## src/rtl/regfile_mp_if.sv

```systemverilog
// Bus bundle for regfile_mp: operand reads, destination reservation,
// writeback ports and the scoreboard vector. Issue/writeback logic uses
// the master view; the register file uses the slave view.
interface regfile_mp_if #(
    parameter int DATA_W   = 32,
    parameter int NUM_REGS = 32,
    parameter int NR_READ  = 2,
    parameter int NR_WRITE = 1
);
    localparam int ADDR_W = $clog2(NUM_REGS);

    logic [NR_READ*ADDR_W-1:0]  rs_addr_i;
    logic [NR_READ*DATA_W-1:0]  rs_data_o;
    logic [NR_READ-1:0]         rs_busy_o;
    logic                       rsv_valid_i;
    logic [ADDR_W-1:0]          rsv_addr_i;
    logic [NR_WRITE-1:0]        rd_we_i;
    logic [NR_WRITE*ADDR_W-1:0] rd_addr_i;
    logic [NR_WRITE*DATA_W-1:0] rd_data_i;
    logic [NUM_REGS-1:0]        busy_o;

    modport master (
        output rs_addr_i, rsv_valid_i, rsv_addr_i, rd_we_i, rd_addr_i, rd_data_i,
        input  rs_data_o, rs_busy_o, busy_o
    );

    modport slave (
        input  rs_addr_i, rsv_valid_i, rsv_addr_i, rd_we_i, rd_addr_i, rd_data_i,
        output rs_data_o, rs_busy_o, busy_o
    );
endinterface

```

## src/rtl/regfile_mp.sv

```systemverilog
// regfile_mp: multi-port integer register file with a per-register
// pending-write scoreboard. Register 0 reads as zero and is never busy.
// Optional feature macro: REGFILE_BYPASS_EN -- when defined, read ports
// see same-cycle writeback data and a same-cycle write hides the busy bit.
module regfile_mp #(
    parameter int DATA_W   = 32,
    parameter int NUM_REGS = 32,
    parameter int NR_READ  = 2,
    parameter int NR_WRITE = 1
) (
    input logic         clk_i,
    input logic         rst_ni,
    regfile_mp_if.slave bus
);
    localparam int ADDR_W = $clog2(NUM_REGS);

    // Storage exists only for registers 1..NUM_REGS-1.
    logic [DATA_W-1:0]   regs    [1:NUM_REGS-1];
    logic [NUM_REGS-1:1] busy_q;

    // Per-register decode of this cycle's writeback and reservation.
    logic [DATA_W-1:0]   wr_data [1:NUM_REGS-1];
    logic [NUM_REGS-1:1] wr_hit;
    logic [NUM_REGS-1:1] rsv_hit;

    logic [NR_READ*DATA_W-1:0] rs_data;
    logic [NR_READ-1:0]        rs_busy;

    // Decode write ports per register; later (higher-index) ports override
    // earlier ones. Addresses 0 and >= NUM_REGS match no register.
    always_comb begin
        for (int r = 1; r < NUM_REGS; r++) begin
            wr_hit[r]  = 1'b0;
            wr_data[r] = '0;
            rsv_hit[r] = bus.rsv_valid_i && (bus.rsv_addr_i == ADDR_W'(r));
            for (int w = 0; w < NR_WRITE; w++) begin
                if (bus.rd_we_i[w] && (bus.rd_addr_i[w*ADDR_W +: ADDR_W] == ADDR_W'(r))) begin
                    wr_hit[r]  = 1'b1;
                    wr_data[r] = bus.rd_data_i[w*DATA_W +: DATA_W];
                end
            end
        end
    end

    // Commit writes and update the scoreboard; a reservation beats a
    // same-cycle write because it names a new producer.
    always_ff @(posedge clk_i or negedge rst_ni) begin
        if (!rst_ni) begin
            for (int r = 1; r < NUM_REGS; r++) begin
                regs[r] <= '0;
            end
            busy_q <= '0;
        end else begin
            for (int r = 1; r < NUM_REGS; r++) begin
                if (wr_hit[r]) begin
                    regs[r] <= wr_data[r];
                end
                if (rsv_hit[r]) begin
                    busy_q[r] <= 1'b1;
                end else if (wr_hit[r]) begin
                    busy_q[r] <= 1'b0;
                end
            end
        end
    end

    // Combinational read mux per port; unmatched addresses read 0, not busy.
    always_comb begin
        rs_data = '0;
        rs_busy = '0;
        for (int p = 0; p < NR_READ; p++) begin
            for (int r = 1; r < NUM_REGS; r++) begin
                if (bus.rs_addr_i[p*ADDR_W +: ADDR_W] == ADDR_W'(r)) begin
                    rs_data[p*DATA_W +: DATA_W] = regs[r];
                    rs_busy[p]                  = busy_q[r];
                end
            end
`ifdef REGFILE_BYPASS_EN
            for (int r = 1; r < NUM_REGS; r++) begin
                if ((bus.rs_addr_i[p*ADDR_W +: ADDR_W] == ADDR_W'(r)) && wr_hit[r]) begin
                    rs_data[p*DATA_W +: DATA_W] = wr_data[r];
                    rs_busy[p]                  = rsv_hit[r];
                end
            end
`endif
        end
    end

    assign bus.rs_data_o = rs_data;
    assign bus.rs_busy_o = rs_busy;
    assign bus.busy_o    = {busy_q, 1'b0};
endmodule

```

## src/flat_wrapper.sv

```systemverilog
// flat-port wrapper written by rule: the top's interface ports become plain ports
module regfile_mp_flat 
#(
    parameter int DATA_W   = 32,
    parameter int NUM_REGS = 32,
    parameter int NR_READ  = 2,
    parameter int NR_WRITE = 1
)
  (clk_i, rst_ni, bus_rs_addr_i, bus_rsv_valid_i, bus_rsv_addr_i, bus_rd_we_i, bus_rd_addr_i, bus_rd_data_i, bus_rs_data_o, bus_rs_busy_o, bus_busy_o);
  regfile_mp_if #(.DATA_W(DATA_W), .NUM_REGS(NUM_REGS), .NR_READ(NR_READ), .NR_WRITE(NR_WRITE)) bus_i ();
  input logic clk_i;
  input logic rst_ni;
  input wire logic [$bits(bus_i.rs_addr_i)-1:0] bus_rs_addr_i;
  input wire logic [$bits(bus_i.rsv_valid_i)-1:0] bus_rsv_valid_i;
  input wire logic [$bits(bus_i.rsv_addr_i)-1:0] bus_rsv_addr_i;
  input wire logic [$bits(bus_i.rd_we_i)-1:0] bus_rd_we_i;
  input wire logic [$bits(bus_i.rd_addr_i)-1:0] bus_rd_addr_i;
  input wire logic [$bits(bus_i.rd_data_i)-1:0] bus_rd_data_i;
  output wire logic [$bits(bus_i.rs_data_o)-1:0] bus_rs_data_o;
  output wire logic [$bits(bus_i.rs_busy_o)-1:0] bus_rs_busy_o;
  output wire logic [$bits(bus_i.busy_o)-1:0] bus_busy_o;
  assign bus_i.rs_addr_i = bus_rs_addr_i;
  assign bus_i.rsv_valid_i = bus_rsv_valid_i;
  assign bus_i.rsv_addr_i = bus_rsv_addr_i;
  assign bus_i.rd_we_i = bus_rd_we_i;
  assign bus_i.rd_addr_i = bus_rd_addr_i;
  assign bus_i.rd_data_i = bus_rd_data_i;
  assign bus_rs_data_o = bus_i.rs_data_o;
  assign bus_rs_busy_o = bus_i.rs_busy_o;
  assign bus_busy_o = bus_i.busy_o;
  regfile_mp #(.DATA_W(DATA_W), .NUM_REGS(NUM_REGS), .NR_READ(NR_READ), .NR_WRITE(NR_WRITE)) u_core (.clk_i(clk_i), .rst_ni(rst_ni), .bus(bus_i));
endmodule
```

## config.mk

```make
export PLATFORM = sky130hd
export DESIGN_NAME = regfile_mp_flat
export DESIGN_NICKNAME = d
export VERILOG_FILES = /design/src/rtl/regfile_mp_if.sv /design/src/rtl/regfile_mp.sv /design/src/flat_wrapper.sv
export SDC_FILE = /design/constraint.sdc
export NUM_CORES = 2
export LEC_CHECK = 0
export ABC_AREA = 1
export CORE_MARGIN = 3
export CORE_UTILIZATION = 42
export DETAILED_ROUTE_END_ITERATION = 12
export PLACE_DENSITY = 0.65
export SLEW_MARGIN = 20
export SYNTH_ARGS = -nofsm -noshare
export SYNTH_HDL_FRONTEND = slang
export SYNTH_SLANG_ARGS = --single-unit
```

## constraint.sdc

```tcl
create_clock -name clk_i -period 3.58 [get_ports clk_i]
set_input_delay 0.716 -clock clk_i [delete_from_list [all_inputs] [get_ports clk_i]]
set_output_delay 0.716 -clock clk_i [all_outputs]
set_load 0.05 [all_outputs]
```

==> flow_summary.yaml <==
timing:
  setup_tns_ps: -47920
  relSlewSlack_pct: 27.4
  period_minus_slack_ps: 4480
  setup_viol: 66
  maxSlewViolCount: 0
  finalCritPeriodShare_pct: 125
  setup_ws_ps: -896
  max_freq_mhz: 223
  finalHoldViolations: 0
  tightest_slew_ps: 1090
  hold_slack_ps: 481
  rsz0062_at_grt: "true"
  skew_ps: 0
setup_path:
  slowest_delay_ps: 160
  required_ps: 2860
  critical_path.max_fanout: 5
  path_cells: "buf_12 -> buf_8 -> nor2_4 -> buf_12 -> buf_16 -> buf_6 -> nand4_1 -> nand3_1 -> nor2_1 -> nand4_1 -> nor2_1 -> nand4_1 -> nor2_1 -> nand4_1 -> nor2_1 -> nand4_1 -> nor2_1 -> nand4_1 -> nor2_1 -> nand4_1 -> nor2_2 -> nand4_1 -> buf_6 -> buf_8"
  arrival_ps: 3760
  rr_worst_depth: 2
  slowest_stage: "buf_6"
  reg2reg_slack_ps: 2600
  endpoint_kind: "primary output"
  crit_top_cell: "nand4_1"
  criticalPathCategory: "in -> out"
  cp-start-kind: "input port"
logic_synthesis:
  netlist_top_cells_count: "2562 x nand2_1, 1029 x o21ai_0, 1023 x dfrtp_1"
  synthDominantCellAreaShare_pct: 48.4
  syn_inst: 7378
  synth_edf_count: 0
  yosysMostFrequentCell: "nand2_1"
  synth-main-ff-cell: "dfrtp_1"
  syn_area_sq_mm: 0.0529
  synth_area_per_cell_sq_um: 7.17
  synth_async_sr_flop_share_pct: 100
  synth_largest_area_cell: "dfrtp_1"
  syn-num-nets: 7434
  synthTopCellsByArea: "dfrtp_1 48%, nand2_1 18%, o21ai_0 9.7%, nand4_1 6.7%, nor2_1 6.2%"
  ys_warn_count: 0
  yosysSeqAreaShare_pct: 48.4
  ys_ff_latch: 1023
  synth_cell_types: 31
power_and_ir_drop:
  power_frac_seq_pct: 44.6
  p_sw_mw: 11.4
  internal_power_mw: 23.7
  fin_total_pwr_mw: 35.1
  ir_drop_mv: 0.416
  sw_frac_of_total_pct: 32.6
  leakage_nw: 31.4
  clkPwrFrac_pct: 35.1
  p_comb_share_pct: 20.3
  p_per_area_mw_per_mm2: 520
global_route:
  grt_pass1_wl_mm: 325
  grt_overflow: 0
  antenna_found_initial: 4
  grt_pass1_vias: 51800
  grt_max_degree: 117
  grt.total_usage_pct: 32.7
routing:
  routed_wl_mm: 218
  first_pass_iters: 8
  avgRoutedWirePerCell_um: 22.7
  drt-initial-drc-count: 7965
  drcViolationCount: 0
  vias_per_cell: 5.74
  ant_nets: 0
  vias: 55000
status:
  violations: "negative setup slack"
  status: "finished with violations"
place:
  gp_congestion: 0.975
  placedInstanceArea_sq_mm: 0.0606
  dp_hpwl_mm: 156
  io_buffer_count: 152
hold_path:
  holdCritPathClass: "in -> async"
die:
  coreArea_sq_mm: 0.124
  chipHeight_um: 361
  num_io_pins: 154
  start_util_pct: 42.6
  die_w_um: 361
  die_area_sq_mm: 0.130
  rows: 129
finish:
  final_util_pct: 54.4
  nFillCells: 11600
  fin_area_sq_mm: 0.0676
  fin_nets: 7919
  layout-drive-gt1-share_pct: 17.9
  syn2layout_area_growth_pct: 27.8
job:
  cap_violations: 0
cts:
  clockBufferDepth: 3
  cts-root-buf: "clkbuf_16"
  htree_num_levels: 3
  clock_latency_ps: 740
  numCtsBuffers: 109
  clock_sink_count: 1023
  cts.reportedPaths.clkPinSlew_ps: 60
  cts_tree: "yes"
[registers in the layout (all words and copies together) (netlist names)]
signal,count
u_core.busy_q,31
u_core.regs,992
[per-layer routing]
layer | global-route usage [%] | up-vias | share of wire [%]
met3 | 7.32 | 661 | 11
met5 | 0 | - | 0.0064
met2 | 48.8 | 3455 | 43
met4 | 15.7 | 2 | 5.6
li1 | - | 24700 | -
met1 | 45.0 | 26200 | 40
[per-stage QoR]
stage | setup WS, ps | instances
after floorplan | -8.50 | 7378
after global placement | -1730 | 9275
after detailed placement | -1680 | 9275
after CTS | -1010 | 9555
after global routing | -1050 | 9590
final | -896 | 9591
[placed cells by master (no fill, tap or decap), types with 75 or more instances in the layout]
| cell | Yosys | final |
|---|---|---|
| buf_6 | 3 | 135 |
| clkbuf_16 | 0 | 113 |
| dfrtp_1 | 1023 | 1022 |
| buf_4 | 8 | 486 |
| nand4_1 | 566 | 566 |
| nor2_1 | 877 | 674 |
| clkdlybuf4s50_1 | 0 | 75 |
| nand2_1 | 2562 | 2501 |
| inv_1 | 502 | 481 |
| o21ai_0 | 1029 | 1025 |
| buf_12 | 0 | 136 |
| nor2_2 | 15 | 186 |
[timing repair]
item,CTS,global route
resized for setup,439,228
pin swaps,152,245
hold endpoints to repair,27,0
endpoints found under the setup margin,66,66
hold buffers,1,0
setup buffers,71,47
gates cloned,12,4
[critical path: cells and delay by family]
family | cells | cell delay (ps)
buffers and inverters | 7 | 970
AND/OR/NAND/NOR | 17 | 2030
[layout make-up]
cell class / instances / area, sq um / area share (%)
Sequential cell: 1023 / 25600 / 37.9
Multi-Input combinational cell: 5329 / 24600 / 36.4
Timing Repair Buffer: 871 / 9410 / 13.9
Clock buffer: 160 / 3270 / 4.84
Inverter: 529 / 2060 / 3.05
Tap cell: 1637 / 2050 / 3.03
Clock inverter: 40 / 603 / 0.892
Antenna cell: 2 / 5.00 / 0.00740
[cell families after synthesis]
family,count (synthesis),synth area share [%]
AO/OA/AOI/OAI,1095,10.5
AND/OR/NAND/NOR,4230,33.6
other,1,0.00709
buffers and inverters,1029,7.53
flip-flops,1023,48.4
[power groups by stage]
stage / Combinational, mW / Sequential (mW) / Clock (mW)
finish: 7.14 / 15.7 / 12.3
global route: 7.81 / 15.9 / 12.9
CTS: 6.91 / 15.6 / 12.4
detailed placement: 6.49 / 15.7 / 0
global placement: 6.33 / 15.7 / 0
floorplan: 3.55 / 15.5 / 0
[path summary, 6_finish.rpt]
path / from / to
worst max-delay path: bus_rs_addr_i[2] / bus_rs_data_o[25]
worst min-delay path: rst_ni / u_core.regs[831]
worst max register to register: u_core.busy_q[2] / u_core.busy_q[2]
worst min register to register: u_core.regs[145] / u_core.regs[145]
max in group asynchronous: rst_ni / u_core.regs[620]
min in group clk_i: u_core.regs[145] / u_core.regs[145]
(Power assumes the default switching activity.)
